### config.mk
export PLATFORM = sky130hd
export DESIGN_NAME = adler32_par
export DESIGN_NICKNAME = d
export VERILOG_FILES = /design/src/rtl/adler32_par.sv
export SDC_FILE = /design/constraint.sdc
export NUM_CORES = 1
export LEC_CHECK = 0
export CAP_MARGIN = 25
export CORE_MARGIN = 2
export CORE_UTILIZATION = 55
export CTS_CLUSTER_DIAMETER = 80
export DETAILED_ROUTE_END_ITERATION = 6
export PLACE_DENSITY = 0.76
export SETUP_SLACK_MARGIN = 0.02
export SYNTH_ARGS = -nofsm -noshare
export SYNTH_HDL_FRONTEND = slang
export SYNTH_SLANG_ARGS = --single-unit
### constraint.sdc
create_clock -name clk -period 41.3 [get_ports clk]
set_clock_uncertainty 0.05 [all_clocks]
set_input_delay 8.26 -clock clk [delete_from_list [all_inputs] [get_ports clk]]
set_output_delay 8.26 -clock clk [all_outputs]
set_load 0.02 [all_outputs]
### src/rtl/adler32_par.sv
// adler32_par: Adler-32 engine consuming up to DATA_WD/8 bytes per beat.
// Optional feature macro ADLER32_SEED_EN: when defined, start_i loads {s2,s1}
// from seed_i so a checksum can resume across split sources; otherwise start_i
// always loads 0x00000001 and seed_i is unused.
module adler32_par #(
    parameter int unsigned DATA_WD = 32,
    parameter int unsigned CNT_WD  = $clog2(DATA_WD / 8) + 1
) (
    input  logic               clk,
    input  logic               rst,
    input  logic               start_i,
    input  logic [31:0]        seed_i,
    input  logic               val_i,
    output logic               rdy_o,
    input  logic [DATA_WD-1:0] dat_i,
    input  logic               lst_i,
    input  logic [CNT_WD-1:0]  lst_cnt_i,
    output logic               done_o,
    output logic               val_o,
    output logic [31:0]        dat_o,
    output logic [31:0]        len_o
);

    localparam int unsigned NUM_BYTES = DATA_WD / 8;
    localparam int unsigned SUM_WD    = 24;

    // Multiples of the Adler modulus used by the compare-and-subtract reducer
    localparam logic [SUM_WD-1:0] MOD1 = 24'd65521;
    localparam logic [SUM_WD-1:0] MOD2 = 24'd131042;
    localparam logic [SUM_WD-1:0] MOD4 = 24'd262084;
    localparam logic [SUM_WD-1:0] MOD8 = 24'd524168;

    typedef enum logic [1:0] {
        IDLE = 2'd0,
        ACTV = 2'd1,
        DONE = 2'd2
    } state_t;

    state_t             state_q;
    state_t             state_d;
    logic               acc;
    logic               done_d;
    logic               done_q;
    logic [15:0]        s1_q;
    logic [15:0]        s2_q;
    logic [31:0]        len_q;
    logic [31:0]        init_val;
    logic [CNT_WD-1:0]  n_bytes;
    logic [SUM_WD-1:0]  byte_sum;
    logic [SUM_WD-1:0]  wsum;
    logic [SUM_WD-1:0]  s1_sum;
    logic [SUM_WD-1:0]  s2_sum;
    logic [15:0]        s1_nxt;
    logic [15:0]        s2_nxt;

    // Exact x mod 65521 for any x < 16*65521; worst-case s2_sum with 8 bytes
    // and an unreduced seed is about 599000, well inside that range.
    function automatic logic [15:0] mod_reduce(input logic [SUM_WD-1:0] x);
        logic [SUM_WD-1:0] r;
        r = x;
        if (r >= MOD8) r = r - MOD8;
        if (r >= MOD4) r = r - MOD4;
        if (r >= MOD2) r = r - MOD2;
        if (r >= MOD1) r = r - MOD1;
        return 16'(r);
    endfunction

`ifdef ADLER32_SEED_EN
    assign init_val = seed_i;
`else
    logic unused_seed;
    assign unused_seed = ^seed_i;
    assign init_val    = 32'h0000_0001;
`endif

    // Byte count of this beat and the plain/weighted byte sums over it
    always_comb begin : beat_sum
        n_bytes  = CNT_WD'(NUM_BYTES);
        byte_sum = '0;
        wsum     = '0;
        if (lst_i && (lst_cnt_i != '0) && (lst_cnt_i <= CNT_WD'(NUM_BYTES))) begin
            n_bytes = lst_cnt_i;
        end
        for (int k = 0; k < int'(NUM_BYTES); k++) begin
            if (k < int'(n_bytes)) begin
                byte_sum = byte_sum + SUM_WD'(dat_i[DATA_WD-1-8*k -: 8]);
                wsum     = wsum + (SUM_WD'(n_bytes) - SUM_WD'(k))
                                  * SUM_WD'(dat_i[DATA_WD-1-8*k -: 8]);
            end
        end
        s1_sum = SUM_WD'(s1_q) + byte_sum;
        s2_sum = SUM_WD'(s2_q) + SUM_WD'(n_bytes) * SUM_WD'(s1_q) + wsum;
        s1_nxt = mod_reduce(s1_sum);
        s2_nxt = mod_reduce(s2_sum);
    end

    // Next-state and handshake decode
    always_comb begin : fsm_next
        state_d = state_q;
        rdy_o   = 1'b0;
        acc     = 1'b0;
        done_d  = 1'b0;
        case (state_q)
            IDLE: begin
                if (start_i) state_d = ACTV;
            end
            ACTV: begin
                rdy_o = !start_i;
                acc   = val_i && !start_i;
                if (acc && lst_i) begin
                    state_d = DONE;
                    done_d  = 1'b1;
                end
            end
            DONE: begin
                state_d = start_i ? ACTV : IDLE;
            end
            default: state_d = IDLE;
        endcase
    end

    // State register
    always_ff @(posedge clk) begin
        if (rst) state_q <= IDLE;
        else     state_q <= state_d;
    end

    // Checksum, length and done registers; start_i reloads in any state
    always_ff @(posedge clk) begin
        if (rst) begin
            s1_q   <= '0;
            s2_q   <= '0;
            len_q  <= '0;
            done_q <= 1'b0;
        end else begin
            done_q <= done_d;
            if (start_i) begin
                s1_q  <= init_val[15:0];
                s2_q  <= init_val[31:16];
                len_q <= '0;
            end else if (acc) begin
                s1_q  <= s1_nxt;
                s2_q  <= s2_nxt;
                len_q <= len_q + 32'(n_bytes);
            end
        end
    end

    assign done_o = done_q;
    assign val_o  = done_q;
    assign dat_o  = {s2_q, s1_q};
    assign len_o  = len_q;

endmodule

# Yosys cells after proc, flatten, opt, wreduce, memory -nomap -nowiden
# Cells that the tools add are included.
[totals] regBits=67 word_cells=87 output_inout_bits=67
[op_classes] n_reduce_logical=11 bitwise=1 n_lt_le_gt_ge=13 addsub=21 mux=26 n_mul=5 eq_ne=4
[ops] op="two-way mux 24 bit" n=12
[ops] op="adder 24 bit" n=3
[ops] op="adder 24 x 8 -> 24 bit" n=3
[ops] op=">= comparator 24 x 16 -> 1 bit (second input constant)" n=2
[ops] op=">= comparator 24 x 17 -> 1 bit (second input constant)" n=2
[ops] op=">= comparator 24 x 18 -> 1 bit (second input constant)" n=2
[ops] op=">= comparator 24 x 19 -> 1 bit (second input constant)" n=2
[ops] op="subtractor 24 x 17 -> 24 bit (second input constant)" n=2
[ops] op="subtractor 24 x 18 -> 24 bit (second input constant)" n=2
[ops] op="subtractor 24 x 19 -> 24 bit (second input constant)" n=2
[ops] op="multiplier 4 x 9 -> 13 bit" n=3
[ops] op="adder 32 x 3 -> 32 bit" n=1
[ops] op="two-way mux 16 bit" n=2
[ops] op="subtractor 16 bit (second input constant)" n=2
[ops] op="adder 16 x 24 -> 24 bit" n=1
[ops] op="adder 20 x 24 -> 24 bit" n=1
[ops] op="adder 16 x 19 -> 20 bit" n=1
[ops] op="multiplier 3 x 16 -> 19 bit" n=1
[ops] op="multiplier 3 x 8 -> 11 bit" n=1
[ops] op="two-way mux 11 bit" n=1
[ops] op="two-way mux 8 bit" n=1
[ops] op="subtractor 3 x 2 -> 4 bit (second input constant)" n=2
[ops] op="less-than comparator 1 x 3 -> 1 bit (first input constant)" n=2
[ops] op="less-than comparator 2 x 3 -> 1 bit (first input constant)" n=2
[ops] op="17 further kinds" n=28

# Logic depth before layout (Yosys ltp)
# Gate-level depths: netlist of the first run.
[depth] ltp_word=23 ltp_mapped=85 depth_no_buf=74

# Worst setup path before layout of the first run
# OpenSTA, ideal clock, no wires.
[synth_path] path_kind="input-to-reg" from="input port lst_i" to="register s2_q[0]" setup_time_ps=122 required_ps=41128 slack_ps=15872 arrival_ps=25256 stages=82 path_cell_list="nor2b_1 > nand2_1 > inv_2 > clkbuf_1 > clkbuf_1 > ha_1 > clkbuf_1 > clkbuf_1 > nand2_1 > nand2_1 > or2_2 > fa_1 > fa_1 > inv_1 > fa_1 > ha_1 > fa_1 > a21o_1 > [46 not listed] > o2bb2ai_1 > or3_1 > buf_2 > o22a_1 > o211ai_1 > and4_4 > and3_1 > buf_6 > nor2_2 > xnor2_1 > inv_1 > ha_1 > or4_1 > a31o_1 > buf_6 > nand2_4 > nor4_1 > a311o_1"
[synth_between] elab_chain_cells=20
[synth_lines] item="start, declared" line_no="16" rtl="input logic lst_i,"
[synth_lines] item="logical AND 1 bit * (2 in series)" line_no="81" rtl="if (lst_i && (lst_cnt_i != '0) && (lst_cnt_i <= CNT_WD'(NUM_BYTES))) begin"
[synth_lines] item="two-way mux 3 bit *" line_no="81"
[synth_lines] item="subtractor 3 x 1 -> 4 bit, or another cell as far along" line_no="87" rtl="wsum = wsum + (SUM_WD'(n_bytes) - SUM_WD'(k))"
[synth_lines] item="multiplier 4 x 9 -> 13 bit or two-way mux 11 bit (tied branches)" line_no="88, 85"
[synth_lines] item="adder 24 bit" line_no="87"
[synth_lines] item="two-way mux 24 bit" line_no="85" rtl="if (k < int'(n_bytes)) begin"
[synth_lines] item="adder 24 bit" line_no="87"
[synth_lines] item="two-way mux 24 bit" line_no="85"
[synth_lines] item="[3 not listed]"
[synth_lines] item="subtractor 24 x 19 -> 24 bit or >= comparator 24 x 19 -> 1 bit (tied branches)" line_no="61" rtl="if (r >= MOD8) r = r - MOD8;"
[synth_lines] item="two-way mux 24 bit *" line_no="61"
[synth_lines] item="subtractor 24 x 18 -> 24 bit or >= comparator 24 x 18 -> 1 bit (tied branches)" line_no="62" rtl="if (r >= MOD4) r = r - MOD4;"
[synth_lines] item="two-way mux 24 bit *" line_no="62"
[synth_lines] item="subtractor 24 x 17 -> 24 bit or >= comparator 24 x 17 -> 1 bit (tied branches)" line_no="63" rtl="if (r >= MOD2) r = r - MOD2;"
[synth_lines] item="two-way mux 24 bit *" line_no="63"
[synth_lines] item=">= comparator 24 x 16 -> 1 bit or subtractor 16 bit (tied branches)" line_no="64" rtl="if (r >= MOD1) r = r - MOD1;"
[synth_lines] item="two-way mux 16 bit *" line_no="64"
[synth_lines] item="end signal, assigned" line_no="139" rtl="s2_q <= init_val[31:16];"
[synth_lines] item="end signal, assigned" line_no="143" rtl="s2_q <= s2_nxt;"
[synth_lines] item="end, declared" line_no="45" rtl="logic [15:0] s2_q;"
# Every way passes the cells marked *; elsewhere a longest branch is shown, timed or not.
# A chain may end at the register's enable or synchronous reset.

# Worst setup path in the final report of the first run
[layout_path] from="input port lst_cnt_i[0]" to="register s2_q[0]"
[layout_between] elab_chain_cells=21
[layout_lines] item="start, declared" line_no="17" rtl="input logic [CNT_WD-1:0] lst_cnt_i,"
[layout_lines] item="parallel branches: the longest is 3 deep, another holds less-or-equal comparator 3 bit"
[layout_lines] item="two-way mux 3 bit *" line_no="81"
[layout_lines] item="subtractor 3 x 1 -> 4 bit, or another cell as far along" line_no="87"
[layout_lines] item="multiplier 4 x 9 -> 13 bit or two-way mux 11 bit (tied branches)" line_no="88, 85"
[layout_lines] item="adder 24 bit" line_no="87"
[layout_lines] item="two-way mux 24 bit" line_no="85"
[layout_lines] item="adder 24 bit" line_no="87"
[layout_lines] item="two-way mux 24 bit" line_no="85"
[layout_lines] item="[3 not listed]"
[layout_lines] item="subtractor 24 x 19 -> 24 bit or >= comparator 24 x 19 -> 1 bit (tied branches)" line_no="61"
[layout_lines] item="two-way mux 24 bit *" line_no="61"
[layout_lines] item="subtractor 24 x 18 -> 24 bit or >= comparator 24 x 18 -> 1 bit (tied branches)" line_no="62"
[layout_lines] item="two-way mux 24 bit *" line_no="62"
[layout_lines] item="subtractor 24 x 17 -> 24 bit or >= comparator 24 x 17 -> 1 bit (tied branches)" line_no="63"
[layout_lines] item="two-way mux 24 bit *" line_no="63"
[layout_lines] item=">= comparator 24 x 16 -> 1 bit or subtractor 16 bit (tied branches)" line_no="64"
[layout_lines] item="two-way mux 16 bit *" line_no="64"
# Every way passes the cells marked *.

==> results of run 1 <==
cell type report:
class / count / area, sq um
Inverter: 193 / 724.4
Clock buffer: 9 / 225.2
Clock inverter: 7 / 82.58
Multi-Input combinational cell: 2061 / 15910
Timing Repair Buffer: 117 / 1144
Antenna cell: 1 / 2.502
Sequential cell: 67 / 1341
Fill cell: 3072 / 12720
Tap cell: 442 / 553.0
worst max-delay path: cells and delay by family:
kind            cells  cell delay (ps)
fa+ha+maj          14             5730
simple gates       23             5660
compound gates     21             5110
buf+inv             5             1780
xor+xnor            6             1070
mux                 2              650
through the flow:
step	worst slack [ps]	instances	cell area, sq um
after floorplan	15870	2396	18400
after global placement	13380	2880	19670
after detailed placement	13150	2880	19670
after CTS	13440	2896	19980
after global routing	12030	2897	19980
final	13150	2897	19980
synth_stat cells, types with 6 or more instances:
cell	instances
o31ai_1	11
nor2b_1	29
nor2_1	191
nor4_1	13
and2_1	73
or4_1	6
nand2b_1	27
or2_2	12
nand4_1	22
o21bai_1	19
o21ai_0	111
a31oi_1	15
nor3b_1	6
o211ai_1	30
o21ai_1	13
xnor2_1	111
nor3_1	44
ha_1	219
or3_1	24
xor2_2	6
buf_6	10
a21oi_1	145
mux2_2	11
xor2_1	78
fa_1	100
a211o_1	9
inv_1	191
a21o_1	54
clkbuf_1	48
and3_1	40
nand2_1	265
nand3_1	85
a211oi_1	29
and4_1	8
o21a_1	15
mux2i_1	18
a21boi_0	7
dfxtp_1	67
cells by family (layout without fill, tap and decap cells):
group	count (synthesis)	count (layout)	synth area share, %
and+or+nand+nor	924	924	26.08
AOI/OAI and AO/OA	588	588	22.96
adders and majority gates	319	319	25.78
buffers and inverters	268	326	6.271
xor gates and xnor gates	197	197	9.706
DFF	67	67	7.292
muxes	32	32	1.891
other	1	2	0.02039
layer usage:
| metal | global-route usage [%] | vias up |
|---|---|---|
| li1 | - | 8584 |
| met1 | 36.68 | 8410 |
| met2 | 49.01 | 549 |
| met3 | 1.951 | 93 |
| met4 | 8.394 | 0 |
| met5 | 0 | - |
worst paths after layout:
check / slack [ps] / from / to
setup / recovery: 13150 / lst_cnt_i[0] / s2_q[0]$_SDFFE_PP0P_
hold / removal: 390 / state_q[1]$_SDFFE_PP0P_ / state_q[0]$_SDFFE_PP0P_
setup reg to reg: 29940 / s1_q[3]$_SDFFE_PP0P_ / s2_q[0]$_SDFFE_PP0P_
hold reg to reg: 390 / state_q[1]$_SDFFE_PP0P_ / state_q[0]$_SDFFE_PP0P_
flip-flops by register name, summed over array words and instances (netlist names):
| signal | cells |
|---|---|
| state_q | 2 |
| len_o | 32 |
| done_o | 1 |
| s2_q | 16 |
| s1_q | 16 |
==> summary.txt, run 1 <==
Timing
  • Final Setup Violations: 0
  • Final TNS setup: 0 ps
  • Hold Fails Final Rpt: 0
  • Unrepaired setup endpoints after global routing: false
  • Hold WS: 389.2 ps
  • Tcrit/Tclk final: about 68%
  • Min Tclk post-route: between 20000 and 30000 ps
  • Max_slew headroom: between 30% and 40%
  • Worst Tran Pin Value: approximately 950 ps
  • F_max: around 36 MHz
  • Slew Viols, Final: 0

Detailed routing
  • Metal3 WL: about 2.4 mm
  • First DRT Iteration DRCs: 1309
  • Final WL: around 50 mm
  • Top sig layer: met4
  • DRT antenna net count: 0
  • DRC viols: 0
  • Routed wl met2: 23.71 mm
  • Vias per cell: 6.088
  • Via count: 17640
  • DRT met1 WL: ~22 mm
  • Pre-Repair DR Iteration Count: 6
  • Wire per inst: around 17 um

Setup path
  • Worst Path Arrival: 28320 ps
  • CP endpoint kind: register
  • Critical Path Fanout Max: 39
  • Crit Path Class: in2reg
  • Top cell by count, worst path: ha_1
  • Worst reg-to-reg path cell count: 38
  • Crit path launch type: input port
  • Slowest CP cell: clkdlybuf4s50_1
  • Slowest stage delay, CP: 830 ps
  • Required time worst endpoint: 41470 ps

Finish
  • Commonest non-fill, non-tap cell in the layout: nand2_1
  • Layout cells sized above 1: under 10%
  • Commonest non-fill, non-tap cells in the layout: nand2_1 (264), ha_1 (219), inv_1 (191), nor2_1 (191), a21oi_1 (145)
  • Area Growth Syn to Fin: 8.625%
  • Nets: 2840
  • Final core occ: around three fifths

Global route
  • First-pass GRT wire length: approximately 82 mm
  • Gr ovfl total: 0
  • Initial antenna violation count: 2
  • Largest net degree at the start of global routing: 58
  • Tot GR Track Use: 27.92%
  • Vias in the first global route: around 17000

Hold path
  • Hold crit path type: reg2reg
  • Min-Delay Path Depth: 1

Clock tree
  • Number of setup buffers added after CTS: 0
  • Bufs on Longest Clock Path: 2
  • Clk_lat worst skew: 340 ps
  • Cts bufs inserted: 9
  • Clock Pin Slew Worst Setup and Hold Paths: 60 ps
  • Hold-fix buffers, CTS: 0
  • # H-tree levels: 3
  • CTS tree: built
  • Sink Count: 67
  • CTS root buffer: clkbuf_16
  • Post-CTS resize count: 0

Floorplan
  • Die area: ~35000 sq um
  • Die H: between 150 and 200 um
  • FP Rows: 66
  • Die width: roughly 190 um
  • Ports: approximately 140
  • Core Box Area: between 30000 and 40000 sq um
  • Initial Util: between 50% and 60%

Run status
  • Status: finished, final reports clean

Logic synthesis
  • Sequential cell area fraction in the yosys report: 7.292%
  • Async set-or-reset flop fraction in the synthesized netlist: 0%
  • Syn nets: around 2800
  • Synth Flop Type: dfxtp_1
  • Syn_area_per_cell: ~7.7 sq um
  • Mapped cell area: 18400 sq um
  • Synth unique cells: 149
  • Biggest area consumer among synthesized cells: ha_1
  • Cells after synthesis: roughly 2400
  • Yosys Warn Count: 0
  • #FFs+latches synth: 67
  • Share of the synthesized area in the top cell type: between 10% and 20%
  • Top post-synthesis cells by area: ha_1 (15%), fa_1 (11%), dfxtp_1 (7.3%), nand2_1 (5.4%), xnor2_1 (5.3%)
  • Post-synth EDFFs: 0

Placed design
  • GPL Wtd Cong: approximately 0.9
  • Buffers on Ports: roughly 110
  • DP Wirelength: 40.44 mm

Run
  • Max cap viols: 0
Power of run 1 is left out: the tool's default activity adds up to more than one toggle a clock period on the data nets, which glitch-free logic cannot reach.
==> inputs of run 2 (changes only) <==
==> constraint.sdc (replaced) <==
create_clock -name clk -period 27.9 [get_ports clk]
set_clock_uncertainty 0.05 [all_clocks]
set_input_delay 5.58 -clock clk [delete_from_list [all_inputs] [get_ports clk]]
set_output_delay 5.58 -clock clk [all_outputs]
set_load 0.02 [all_outputs]
==> run 2 against run 1 <==
- cell area hardly changed
- non-clock buffer count is 1 higher
- global-route usage is 0.32 points lower
- wire length is 0.79% lower
- count of clock-buffer cells in the layout is 2 higher
- hold slack worse by 2.3 ps
- sequential share of layout area hardly changed
- register-to-register slack worse by 13000 ps
- flip-flop and latch count stayed put
- critical path type unchanged
==> summary.txt, run 2 (synthesized netlist as in run 1, its figures left out) <==
Timing
  • Unrepaired setup endpoints after global routing: false
  • Final Setup Violations: 0
  • Worst Tran Pin Value: between 900 and 1000 ps
  • Setup WS post-layout: around 2400 ps
  • Hold Fails Final Rpt: 0
  • Min Tclk post-route: 25490 ps
  • Slew Viols, Final: 0
  • Tcrit/Tclk final: approximately nine tenths
  • Final TNS setup: 0 ps
  • F_max: just under 40 MHz
  • Max_slew headroom: around two fifths

Setup path
  • Required time worst endpoint: 28060 ps
  • Top cell by count, worst path: ha_1
  • Critical Path Fanout Max: 39
  • Slowest CP cell: clkdlybuf4s50_1
  • Slowest stage delay, CP: between 800 and 900 ps
  • CP endpoint kind: register
  • Crit Path Class: in2reg
  • Worst Path Arrival: 25650 ps
  • Crit path launch type: input port

Finish
  • Sequential Area: around 1300 sq um
  • Finished Layout Cells: approximately 2900
  • Commonest non-fill, non-tap cell in the layout: nand2_1
  • Layout cells sized above 1: under 10%
  • Nets: approximately 2800
  • Area Growth Syn to Fin: 8.699%
  • Commonest non-fill, non-tap cells in the layout: nand2_1 (264), ha_1 (219), inv_1 (191), nor2_1 (191), a21oi_1 (145)
  • Final core occ: just over 60%
  • N_diodes: 0
  • Fillers: 2956
  • Area of the multi-input gates: between 15000 and 20000 sq um
  • Max reg flops: 32

Floorplan
  • Initial Util: a little under three fifths
  • Die width: between 150 and 200 um
  • Ports: between 100 and 150
  • FP Rows: 66
  • Die H: roughly 190 um
  • Core Box Area: about 33000 sq um
  • Die area: ~35000 sq um

Hold path
  • Hold crit path type: reg2reg

Global route
  • Gr ovfl total: 0
  • Vias in the first global route: ~17000
  • Tot GR Track Use: approximately 28%
  • Initial antenna violation count: 0
  • First-pass GRT wire length: 81.39 mm
  • Largest net degree at the start of global routing: 58

Detailed routing
  • First DRT Iteration DRCs: between 1000 and 1500
  • Via count: roughly 17000
  • DRC viols: 0
  • Pre-Repair DR Iteration Count: 5
  • Final WL: a little under 50 mm
  • Wire per inst: around 17 um
  • Vias per cell: between 6 and 7
  • DRT antenna net count: 0

Clock tree
  • Post-CTS resize count: 0
  • Bufs on Longest Clock Path: 2
  • CTS root buffer: clkbuf_16
  • Clock Pin Slew Worst Setup and Hold Paths: around 60 ps
  • Cts bufs inserted: 9
  • Clk_lat worst skew: roughly 340 ps
  • Sink Count: 67
  • # H-tree levels: 3
  • Hold-fix buffers, CTS: 0
  • Number of setup buffers added after CTS: 0
  • CTS tree: built

Run status
  • Status: finished, final reports clean

Placed design
  • DP Wirelength: around 40 mm
  • Buffers on Ports: 106
  • GPL Wtd Cong: 0.9196
  • Placed Cells: 2881
  • Pre-CTS setup slack: ~2500 ps

Run
  • Max cap viols: 0
==> run 2: metrics by stage <==
step / hold WS [ps] / cell area (sq um)
2_1_floorplan: 354.9 / 18400
3_3_place_gp: 368.0 / 19670
3_5_place_dp: 378.3 / 19690
4_1_cts: 388.7 / 20000
5_1_grt: 410.2 / 20000
6_report: 386.9 / 20000
==> run 2: metal layers <==
metal / routed length [um] / global-route usage [%] / up-vias / share of wire, %
met3: 2312 / 2.345 / 88 / 4.7
met2: 23650 / 48.64 / 525 / 48
met5: 0 / 0 / - / 0
met4: 1299 / 8.120 / 0 / 2.6
met1: 22190 / 35.92 / 8246 / 45
li1: - / - / 8573 / -
==> run 2: final timing paths <==
path | start | to | slack [ps] | cells past startpoint
setup reg to reg | s1_q[3]$_SDFFE_PP0P_ | s2_q[0]$_SDFFE_PP0P_ | 16510 | 38
setup / recovery | lst_cnt_i[0] | s2_q[0]$_SDFFE_PP0P_ | 2410 | 70
hold reg to reg | state_q[1]$_SDFFE_PP0P_ | state_q[0]$_SDFFE_PP0P_ | 390 | 1
hold / removal | state_q[1]$_SDFFE_PP0P_ | state_q[0]$_SDFFE_PP0P_ | 390 | 1
==> run 2: final cells by class <==
class,count,area share [%]
Clock buffer,11,1.214
Inverter,193,3.623
Timing Repair Buffer,118,5.819
Tap cell,442,2.766
Sequential cell,67,6.708
Multi-Input combinational cell,2061,79.56
Clock inverter,5,0.3066
==> run 2: worst max-delay path, delay by kind of cell <==
| family | cells | cell delay (ps) |
|---|---|---|
| AND/OR/NAND/NOR | 22 | 5220 |
| AO/OA/AOI/OAI | 22 | 5740 |
| XOR/XNOR | 6 | 1070 |
| multiplexers | 1 | 460 |
| buffers and inverters | 5 | 1830 |
| adder cells (fa/ha/maj) | 14 | 5710 |
Power of run 2 is left out for the same reason.
==> inputs of run 3 (changes only) <==
--- a/config.mk
+++ b/config.mk
@@ -11,6 +11,7 @@
 export CTS_CLUSTER_DIAMETER = 80
 export DETAILED_ROUTE_END_ITERATION = 6
 export PLACE_DENSITY = 0.76
+export REMOVE_ABC_BUFFERS = 1
 export SETUP_SLACK_MARGIN = 0.02
 export SYNTH_ARGS = -nofsm -noshare
 export SYNTH_HDL_FRONTEND = slang
==> run 3 against run 2 <==
- critical path type unchanged
- register-to-register slack gained 50 ps
- utilization grew 0.10 points
- non-clock buffer count grew 3
- maximum frequency shrank 0.30%
- first-iteration DRC count grew 12%
- wire length grew 0.48%
- flip-flop and latch count is the same
- via count grew 1.0%
- global-route usage grew 0.32 points
- setup slack lost 77 ps
- cell area grew 0.17%
==> summary.txt, run 3 (synthesized netlist as in run 1, its figures left out) <==
Run status
  • Status: finished, final reports clean

Setup path
  • Critical Path Fanout Max: 58
  • Crit path launch type: input port
  • Crit Path Class: in2reg
  • Top cell by count, worst path: ha_1
  • Worst reg-to-reg path cell count: 38
  • Required time worst endpoint: between 20000 and 30000 ps
  • Slowest CP cell: xnor2_1
  • Slowest stage delay, CP: about 670 ps
  • FF-to-FF End: s2_q[13]$_SDFFE_PP0P_
  • Reg2reg start: s1_q[2]$_SDFFE_PP0P_
  • Worst Path Arrival: 25710 ps
  • CP endpoint kind: register
  • FF-to-FF setup slack: ~17000 ps

Hold path
  • Hold path startpoint: state_q[1]$_SDFFE_PP0P_
  • Min-Delay Path Depth: 1
  • Hold endpoint: state_q[0]$_SDFFE_PP0P_
  • Hold crit path type: reg2reg

Detailed routing
  • Final WL: about 50 mm
  • Wire per inst: ~17 um
  • Via count: 17610
  • Vias per cell: 6.074
  • DRC viols: 0
  • Pre-Repair DR Iteration Count: 6
  • First DRT Iteration DRCs: between 1000 and 1500
  • DRT antenna net count: 0

Placed design
  • GPL Wtd Cong: roughly 0.91
  • Buffers on Ports: about 110
  • Placed Cells: roughly 2900
  • DP Wirelength: around 40 mm

Floorplan
  • Die width: approximately 190 um
  • Die area: ~35000 sq um
  • Die H: approximately 190 um
  • FP Rows: 66
  • Ports: roughly 140
  • Core Box Area: ~33000 sq um
  • Initial Util: ~56%

Run
  • Max cap viols: 0

Timing
  • Tcrit/Tclk final: between 90% and 100%
  • Slew Viols, Final: 0
  • Min Tclk post-route: 25570 ps
  • Final Setup Violations: 0
  • Max_slew headroom: a little over a third
  • Final TNS setup: 0 ps
  • Hold Fails Final Rpt: 0
  • F_max: roughly 40 MHz
  • Unrepaired setup endpoints after global routing: false
  • Worst Tran Pin Value: a little under 1000 ps

Finish
  • Commonest non-fill, non-tap cell in the layout: nand2_1
  • Nets: around 2800
  • Commonest non-fill, non-tap cells in the layout: nand2_1 (264), ha_1 (219), inv_1 (191), nor2_1 (191), a21oi_1 (145)
  • Area Growth Syn to Fin: 8.883%
  • Final core occ: between 60% and 70%
  • Max reg flops: 32
  • Finished Layout Cells: 2900
  • Layout cells sized above 1: under 10%
  • N_diodes: 0

Clock tree
  • Number of setup buffers added after CTS: 0
  • Cts bufs inserted: 9
  • Sink Count: 67
  • Clock Pin Slew Worst Setup and Hold Paths: about 60 ps
  • Bufs on Longest Clock Path: 2
  • Clk_lat worst skew: 340 ps
  • Hold-fix buffers, CTS: 0
  • # H-tree levels: 3
  • CTS tree: built
  • CTS root buffer: clkbuf_16
  • Post-CTS resize count: 0

Global route
  • Tot GR Track Use: between 20% and 30%
  • GRT met2 Usage: between 40% and 50%
  • Met1 GRT Util: between 30% and 40%
  • Gr ovfl total: 0
  • Met3 usage: under 10%
  • Vias in the first global route: roughly 17000
  • Largest net degree at the start of global routing: 59
  • First-pass GRT wire length: around 80 mm
  • Most Crowded Layer GR: met2
  • Initial antenna violation count: 1
-- run 3: cell count changes in the layout (fill, tap and decap cells not counted), sizes merged --
cell      change
buf           +3
clkinv        -2
bufinv        +1
clkinvlp      +1
-- run 3: worst max-delay path by stage --
stage | start | to | slack (ps)
floorplan | lst_i | s2_q[0]$_SDFFE_PP0P_ | 4100
global placement | lst_cnt_i[1] | s2_q[0]$_SDFFE_PP0P_ | 2500
detailed placement | lst_cnt_i[0] | s2_q[13]$_SDFFE_PP0P_ | 2350
CTS | lst_cnt_i[0] | s2_q[13]$_SDFFE_PP0P_ | 2590
global route | lst_cnt_i[0] | s2_q[13]$_SDFFE_PP0P_ | 1120
finish | lst_cnt_i[0] | s2_q[13]$_SDFFE_PP0P_ | 2330
-- run 3: per-stage QoR --
step	instance area [sq um]	worst slack, ps	hold WS (ps)
2_1_floorplan	17970	4101	354.9
3_3_place_gp	19700	2504	367.8
3_5_place_dp	19700	2349	383.8
4_1_cts	20030	2587	391.7
5_1_grt	20030	1122	395.2
6_report	20030	2329	389.2
-- run 3: final cells by class --
cell class	count	area [sq um]
Clock buffer	11	242.7
Clock inverter	5	85.08
Fill cell	3011	12670
Inverter	193	724.4
Multi-Input combinational cell	2061	15910
Sequential cell	67	1341
Tap cell	442	553.0
Timing Repair Buffer	121	1174
-- run 3: worst max-delay path, delay by kind of cell --
family	cells	cell delay, ps
and+or+nand+nor	21	4870
AOI/OAI and AO/OA	24	4990
buffers and inverters	8	2260
muxes	2	700
xor gates and xnor gates	7	1850
adders and majority gates	14	5410
-- run 3: layer usage --
metal	up-vias	wire length [um]
met5	-	0
met4	0	1034
met3	67	2851
met2	505	22890
met1	8448	22910
li1	8594	-
Power of run 3 is left out for the same reason.
